<file path="src/rtl/framed_deserializer.sv">
// -----------------------------------------------------------------------------
// framed_deserializer
//
// Receive-side serial-to-parallel converter. Hunts for a start bit (0) on one
// serial lane, captures DATA_WIDTH payload bits, checks the stop bit (1) and
// pushes good words into a small output FIFO drained by a valid/ready consumer.
// Frame = 1 start + DATA_WIDTH payload + 1 stop, one bit per clk.
//
// Parameters
//   DATA_WIDTH  payload bits per frame (>= 2)
//   MSB_FIRST   0: first payload bit lands in bit 0; 1: in bit DATA_WIDTH-1
//   FIFO_DEPTH  output FIFO entries (power of 2, >= 2)
//
// Ports
//   clk        in   clock
//   rst        in   asynchronous, active-low reset
//   en         in   receiver enable; dropping it abandons the current frame
//   in_bit     in   serial input, idle high
//   out_data   out  FIFO head word (0 while the FIFO is empty)
//   out_valid  out  FIFO not empty
//   out_ready  in   consumer takes the head when out_valid & out_ready
//   level      out  FIFO occupancy, 0..FIFO_DEPTH
//   frame_err  out  1-cycle pulse after a STOP cycle that saw a 0 stop bit
//   overflow   out  1-cycle pulse after a good word was dropped on a full FIFO
// -----------------------------------------------------------------------------
module framed_deserializer #(
  parameter int DATA_WIDTH = 8,
  parameter int MSB_FIRST  = 0,
  parameter int FIFO_DEPTH = 4
) (
  input  logic                          clk,
  input  logic                          rst,
  input  logic                          en,
  input  logic                          in_bit,
  output logic [DATA_WIDTH-1:0]         out_data,
  output logic                          out_valid,
  input  logic                          out_ready,
  output logic [$clog2(FIFO_DEPTH):0]   level,
  output logic                          frame_err,
  output logic                          overflow
);

  localparam int AW = $clog2(FIFO_DEPTH);
  localparam int LW = AW + 1;
  localparam int CW = (DATA_WIDTH > 1) ? $clog2(DATA_WIDTH) : 1;

  localparam logic [1:0] S_IDLE = 2'd0;
  localparam logic [1:0] S_DATA = 2'd1;
  localparam logic [1:0] S_STOP = 2'd2;

  localparam logic [CW-1:0] LAST_BIT = CW'(DATA_WIDTH - 1);
  localparam logic [LW-1:0] FULL_LVL = LW'(FIFO_DEPTH);

  // Insert one serial bit into the partially assembled word. LSB-first shifts
  // right so the first bit ends in bit 0 after DATA_WIDTH shifts; MSB-first
  // shifts left so the first bit ends in the top bit.
  function automatic logic [DATA_WIDTH-1:0] shift_in(
    input logic [DATA_WIDTH-1:0] cur,
    input logic                  b
  );
    if (MSB_FIRST != 0)
      shift_in = {cur[DATA_WIDTH-2:0], b};
    else
      shift_in = {b, cur[DATA_WIDTH-1:1]};
  endfunction

  logic [1:0]            state;
  logic [CW-1:0]         bit_cnt;
  logic [DATA_WIDTH-1:0] word_p0;

  logic                  vld_p0;
  logic                  bad_stop_p0;
  logic                  pop;
  logic                  full;
  logic                  push_ok;
  logic                  push_drop;

  logic [DATA_WIDTH-1:0] mem [FIFO_DEPTH];
  logic [AW-1:0]         wr_ptr;
  logic [AW-1:0]         rd_ptr;
  logic [LW-1:0]         count;

  // ---- stage 0: frame capture (start hunt, payload shift, stop check) ----
  always_ff @(posedge clk or negedge rst) begin
    if (!rst) begin
      state   <= S_IDLE;
      bit_cnt <= '0;
      word_p0 <= '0;
    end else if (!en) begin
      // Abandon any partial frame; nothing is reported for it.
      state   <= S_IDLE;
      bit_cnt <= '0;
    end else begin
      case (state)
        S_IDLE: begin
          if (!in_bit) begin
            state   <= S_DATA;
            bit_cnt <= '0;
          end
        end
        S_DATA: begin
          word_p0 <= shift_in(word_p0, in_bit);
          bit_cnt <= bit_cnt + CW'(1);
          if (bit_cnt == LAST_BIT)
            state <= S_STOP;
        end
        S_STOP: begin
          // The stop-bit cycle never doubles as a start-bit cycle.
          state <= S_IDLE;
        end
        default: begin
          state   <= S_IDLE;
          bit_cnt <= '0;
        end
      endcase
    end
  end

  assign vld_p0      = en && (state == S_STOP) &&  in_bit;
  assign bad_stop_p0 = en && (state == S_STOP) && !in_bit;

  // ---- stage 1: output FIFO and registered status pulses ----
  assign out_valid = (count != '0);
  assign pop       = out_valid && out_ready;
  assign full      = (count == FULL_LVL);
  // A push into a full FIFO still fits when the head leaves in the same cycle.
  assign push_ok   = vld_p0 && (!full || pop);
  assign push_drop = vld_p0 && full && !pop;

  always_ff @(posedge clk) begin
    if (push_ok)
      mem[wr_ptr] <= word_p0;
  end

  always_ff @(posedge clk or negedge rst) begin
    if (!rst) begin
      wr_ptr <= '0;
      rd_ptr <= '0;
      count  <= '0;
    end else begin
      if (push_ok)
        wr_ptr <= wr_ptr + AW'(1);
      if (pop)
        rd_ptr <= rd_ptr + AW'(1);
      case ({push_ok, pop})
        2'b10:   count <= count + LW'(1);
        2'b01:   count <= count - LW'(1);
        default: count <= count;
      endcase
    end
  end

  always_ff @(posedge clk or negedge rst) begin
    if (!rst) begin
      frame_err <= 1'b0;
      overflow  <= 1'b0;
    end else begin
      frame_err <= bad_stop_p0;
      overflow  <= push_drop;
    end
  end

  // The storage array is not reset, so the head is masked while empty.
  assign out_data = out_valid ? mem[rd_ptr] : '0;
  assign level    = count;

endmodule

</file>
<file path="config.mk">
export PLATFORM = sky130hd
export DESIGN_NAME = framed_deserializer
export DESIGN_NICKNAME = d
export VERILOG_FILES = /design/src/rtl/framed_deserializer.sv
export SDC_FILE = /design/constraint.sdc
export NUM_CORES = 1
export LEC_CHECK = 0
export ABC_AREA = 1
export CORE_ASPECT_RATIO = 1.4
export CORE_MARGIN = 2
export CORE_UTILIZATION = 50
export DETAILED_ROUTE_END_ITERATION = 8
export GPL_ROUTABILITY_DRIVEN = 0
export PLACE_DENSITY = 0.7
export SLEW_MARGIN = 20
export SYNTH_ARGS = -nofsm -noshare
export SYNTH_HDL_FRONTEND = slang
export SYNTH_SLANG_ARGS = --single-unit
</file>
<file path="constraint.sdc">
create_clock -name clk -period 3.2 [get_ports clk]
set_input_delay 0.8 -clock clk [delete_from_list [all_inputs] [get_ports clk]]
set_output_delay 0.8 -clock clk [all_outputs]
set_load 0.005 [all_outputs]
</file>
==> flow_summary.yaml <==
synth:
  netlist_top_cells_area: "edfxtp_1 41%, dfrtp_1 24%, nor2_1 7.3%, o21ai_0 5.8%, inv_1 3.6%"
  synthCells: 211
  ys_seq_elements: 54
  dominant_combinational_cell_family_by_area_after_synthesis: "simple AND/OR/NAND/NOR gates"
  yosys.area_share.simple_pct: 15.3
  post_synth_fa_ha_maj_area_fraction_pct: 4.09
  synth_compound_gate_area_share_pct: 8.83
  synth_top_area_cell: "edfxtp_1"
  post_synth_xor_area_fraction_pct: 1.13
  mappedNetlistNets: 223
  mappedNetlistArea_mm2: 0.00232
  synth.area.mux_share_pct: 0.431
  synth.yosys.seq_area_share_pct: 65.0
  post_synth.cell_area_avg_um2: 11.0
  synth_warnings: 0
  number_of_library_cell_types_mapped_by_synthesis: 23
  synth_top_area_share_pct: 41.3
worst_setup_path:
  cpPeakStageDelay_ps: 710
  crit_path_top_delay_cell: "dfrtp_1"
  path_delay_family: "flip-flops"
  critical_path_endpoint_category: "output pin"
  critPathLaunchType: "register"
  critical_path.max_fanout: 18
  cp.buffers_inverters: 2
  setup.worst_path.class: "register to output pin"
  worst_ep_required_time_ps: 2400
  crit_path_cell_chain: "inv_2 -> o21ai_0 -> a21oi_1 -> clkdlybuf4s50_1"
  worst_ep_arrival_time_ps: 2080
cts:
  cts_stage_hold_buffer_count: 0
  clock_sinks: 54
  tritoncts: "done"
  clk_path_buf_depth: 2
  post-cts-setup-buffers: 0
  clk_pin_slew_ps: 90
  tritoncts.num_buffers: 5
  clk_latency_ps: 300
  root_buffer: "clkbuf_8"
  cts_resized: 0
  cts-htree-levels: 2
grt:
  groute.usage.overall_pct: 17.7
  grt_max_degree: 23
  grt_antenna_before_repair: 0
  first_global_vias: 1425
  globalRoute.totalOverflow: 0
  grt_first_pass_wirelength_mm: 6.69
status:
  status: "finished clean"
timing:
  rsz0062_at_grt: "no"
  setup_viol_count_final: 0
  layout_min_cycle_time_ps: 2880
  skew_ps: 3.34
  period_share_pct: 90.0
  max_clock_freq_ghz: 0.347
  worst_pin_slew_ps: 775
  final_sum_of_negative_setup_slack_ps: 0
  max-slew-margin-rel_pct: 48.1
  hold_viol_final: 0
  finalMaxSlewViolations: 0
drt:
  ant_nets: 0
  via_per_inst: 4.99
  first_pass_iters: 4
  post_detailed_routing_wire_length_mm: 4.16
  drc_errors: 0
  initialDrtViolationCount: 48
  avgRoutedWirePerCell_um: 14.1
  routed-via-count: 1471
run:
  maxCapViolCount: 0
layout:
  instances_no_fill: 295
  design.final.nets: 244
  finish.utilization_pct: 59.8
  insertedDiodeCount: 0
  layout-area-overhead-vs-synth_pct: 15.8
  drive_gt1_share_pct: 8.15
  final_design_area_no_fill_mm2: 0.00269
die:
  start_util_pct: 51.7
  die_y_um: 84.7
  dieWidth_um: 61.6
  core-area_mm2: 0.00450
  std_cell_rows: 29
  floorplan.die_area_mm2: 0.00522
  boundaryPins: 19
power_and_ir_drop:
  totalPowerFinal_mw: 2.21
  power_density_over_the_cells_mw_per_mm2: 821
  vdd_ir_drop_max_mv: 0.406
  static-leakage-power_nw: 1.11
placement:
  buffer_ports.inserted: 18
  placed_cell_area_mm2: 0.00256
  post-dp-hpwl_mm: 2.98
  placed_cells_incl_taps: 287
worst_hold_path:
  timing.hold.worst.class: "register to register"
-- logic make-up after synthesis --
logic type / after synthesis
simple gates: 77
buf+inv: 29
fa+ha+maj: 7
mux: 1
xor+xnor: 3
flops: 54
compound gates: 40
-- power breakdown --
part	internal, mW	switching, mW	total (mW)
Combinational	0.329	0.319	0.648
Sequential	0.875	0.164	1.04
Clock	0.309	0.215	0.524
Total	1.51	0.698	2.21
-- layer usage --
layer	wire, um	GRT usage (%)
met2	2290	30.4
met5	0	0
met3	105	3.24
met4	48	5.80
met1	1720	21.6
-- worst paths after layout --
path                       slack, ps              startpoint  cells past startpoint                endpoint
setup / recovery                 320   rd_ptr[0]$_DFFE_PN0P_                      4             out_data[0]
hold / removal                   490  bit_cnt[0]$_DFFE_PN0P_                      1  bit_cnt[0]$_DFFE_PN0P_
setup reg to reg                1340    level[2]$_DFFE_PN0P_                      6     mem[3][5]$_DFFE_PP_
hold reg to reg                  490  bit_cnt[0]$_DFFE_PN0P_                      1  bit_cnt[0]$_DFFE_PN0P_
max in group asynchronous       2130                     rst                      2    state[0]$_DFFE_PN0P_
min in group asynchronous        840                     rst                      2  word_p0[3]$_DFFE_PN0P_
-- metrics by stage --
stage	hold WS [ps]	setup WS (ps)
floorplan	457	1360
global placement	476	507
detailed placement	480	475
CTS	492	277
global route	518	136
finish	485	321
-- layout by cell type, fill, tap and decap left out --
| master | synthesis | layout |
|---|---|---|
| nor2_1 | 45 | 45 |
| edfxtp_1 | 32 | 32 |
| o21ai_0 | 27 | 27 |
| inv_1 | 22 | 22 |
| dfrtp_1 | 22 | 22 |
| nand2_1 | 20 | 20 |
| clkdlybuf4s50_1 | 0 | 18 |
| a21oi_1 | 11 | 11 |
| ha_1 | 6 | 6 |
| clkbuf_8 | 0 | 5 |
| nand3_2 | 4 | 4 |
| nand2_4 | 3 | 3 |
| xor2_1 | 3 | 3 |
| nor2_4 | 2 | 2 |
| nand3_1 | 2 | 2 |
| clkinv_1 | 1 | 2 |
| bufinv_16 | 0 | 2 |
| inv_2 | 1 | 1 |
| o211ai_1 | 1 | 1 |
| nand2_2 | 1 | 1 |
| o21a_1 | 1 | 1 |
| mux2i_1 | 1 | 1 |
| fa_1 | 1 | 1 |
| buf_4 | 2 | 1 |
-- synthesized netlist by cell type, drive strengths merged --
| cell type | n |
|---|---|
| mux2i | 1 |
| o21a | 1 |
| edfxtp | 32 |
| nand3 | 6 |
| o21ai | 27 |
| inv | 23 |
| buf | 4 |
| nand2 | 24 |
| ha | 6 |
| nor2 | 47 |
| fa | 1 |
| clkinv | 1 |
| clkbuf | 1 |
| a21oi | 11 |
| dfrtp | 22 |
| xor2 | 3 |
| o211ai | 1 |
-- flip-flops by register name, indices dropped and copies added (netlist names) --
name / cells
mem: 32
state: 2
frame_err: 1
bit_cnt: 3
overflow: 1
rd_ptr: 2
word_p0: 8
wr_ptr: 2
level: 3
-- cell type report --
class | count | area, um2
repair buffers | 19 | 188
well taps | 62 | 77.6
inverters | 24 | 90.1
flip-flops and latches | 54 | 1510
clock inverters | 3 | 63.8
fillers | 381 | 1810
multi-input cells | 128 | 693
clock buffers | 5 | 68.8
-- worst reg2reg max path, delay by kind of cell (launching register included) --
family | cells | cell delay [ps]
buffers and inverters | 1 | 110
flip-flops | 1 | 430
AND/OR/NAND/NOR | 5 | 950
Power figures use the tool's default switching activity.
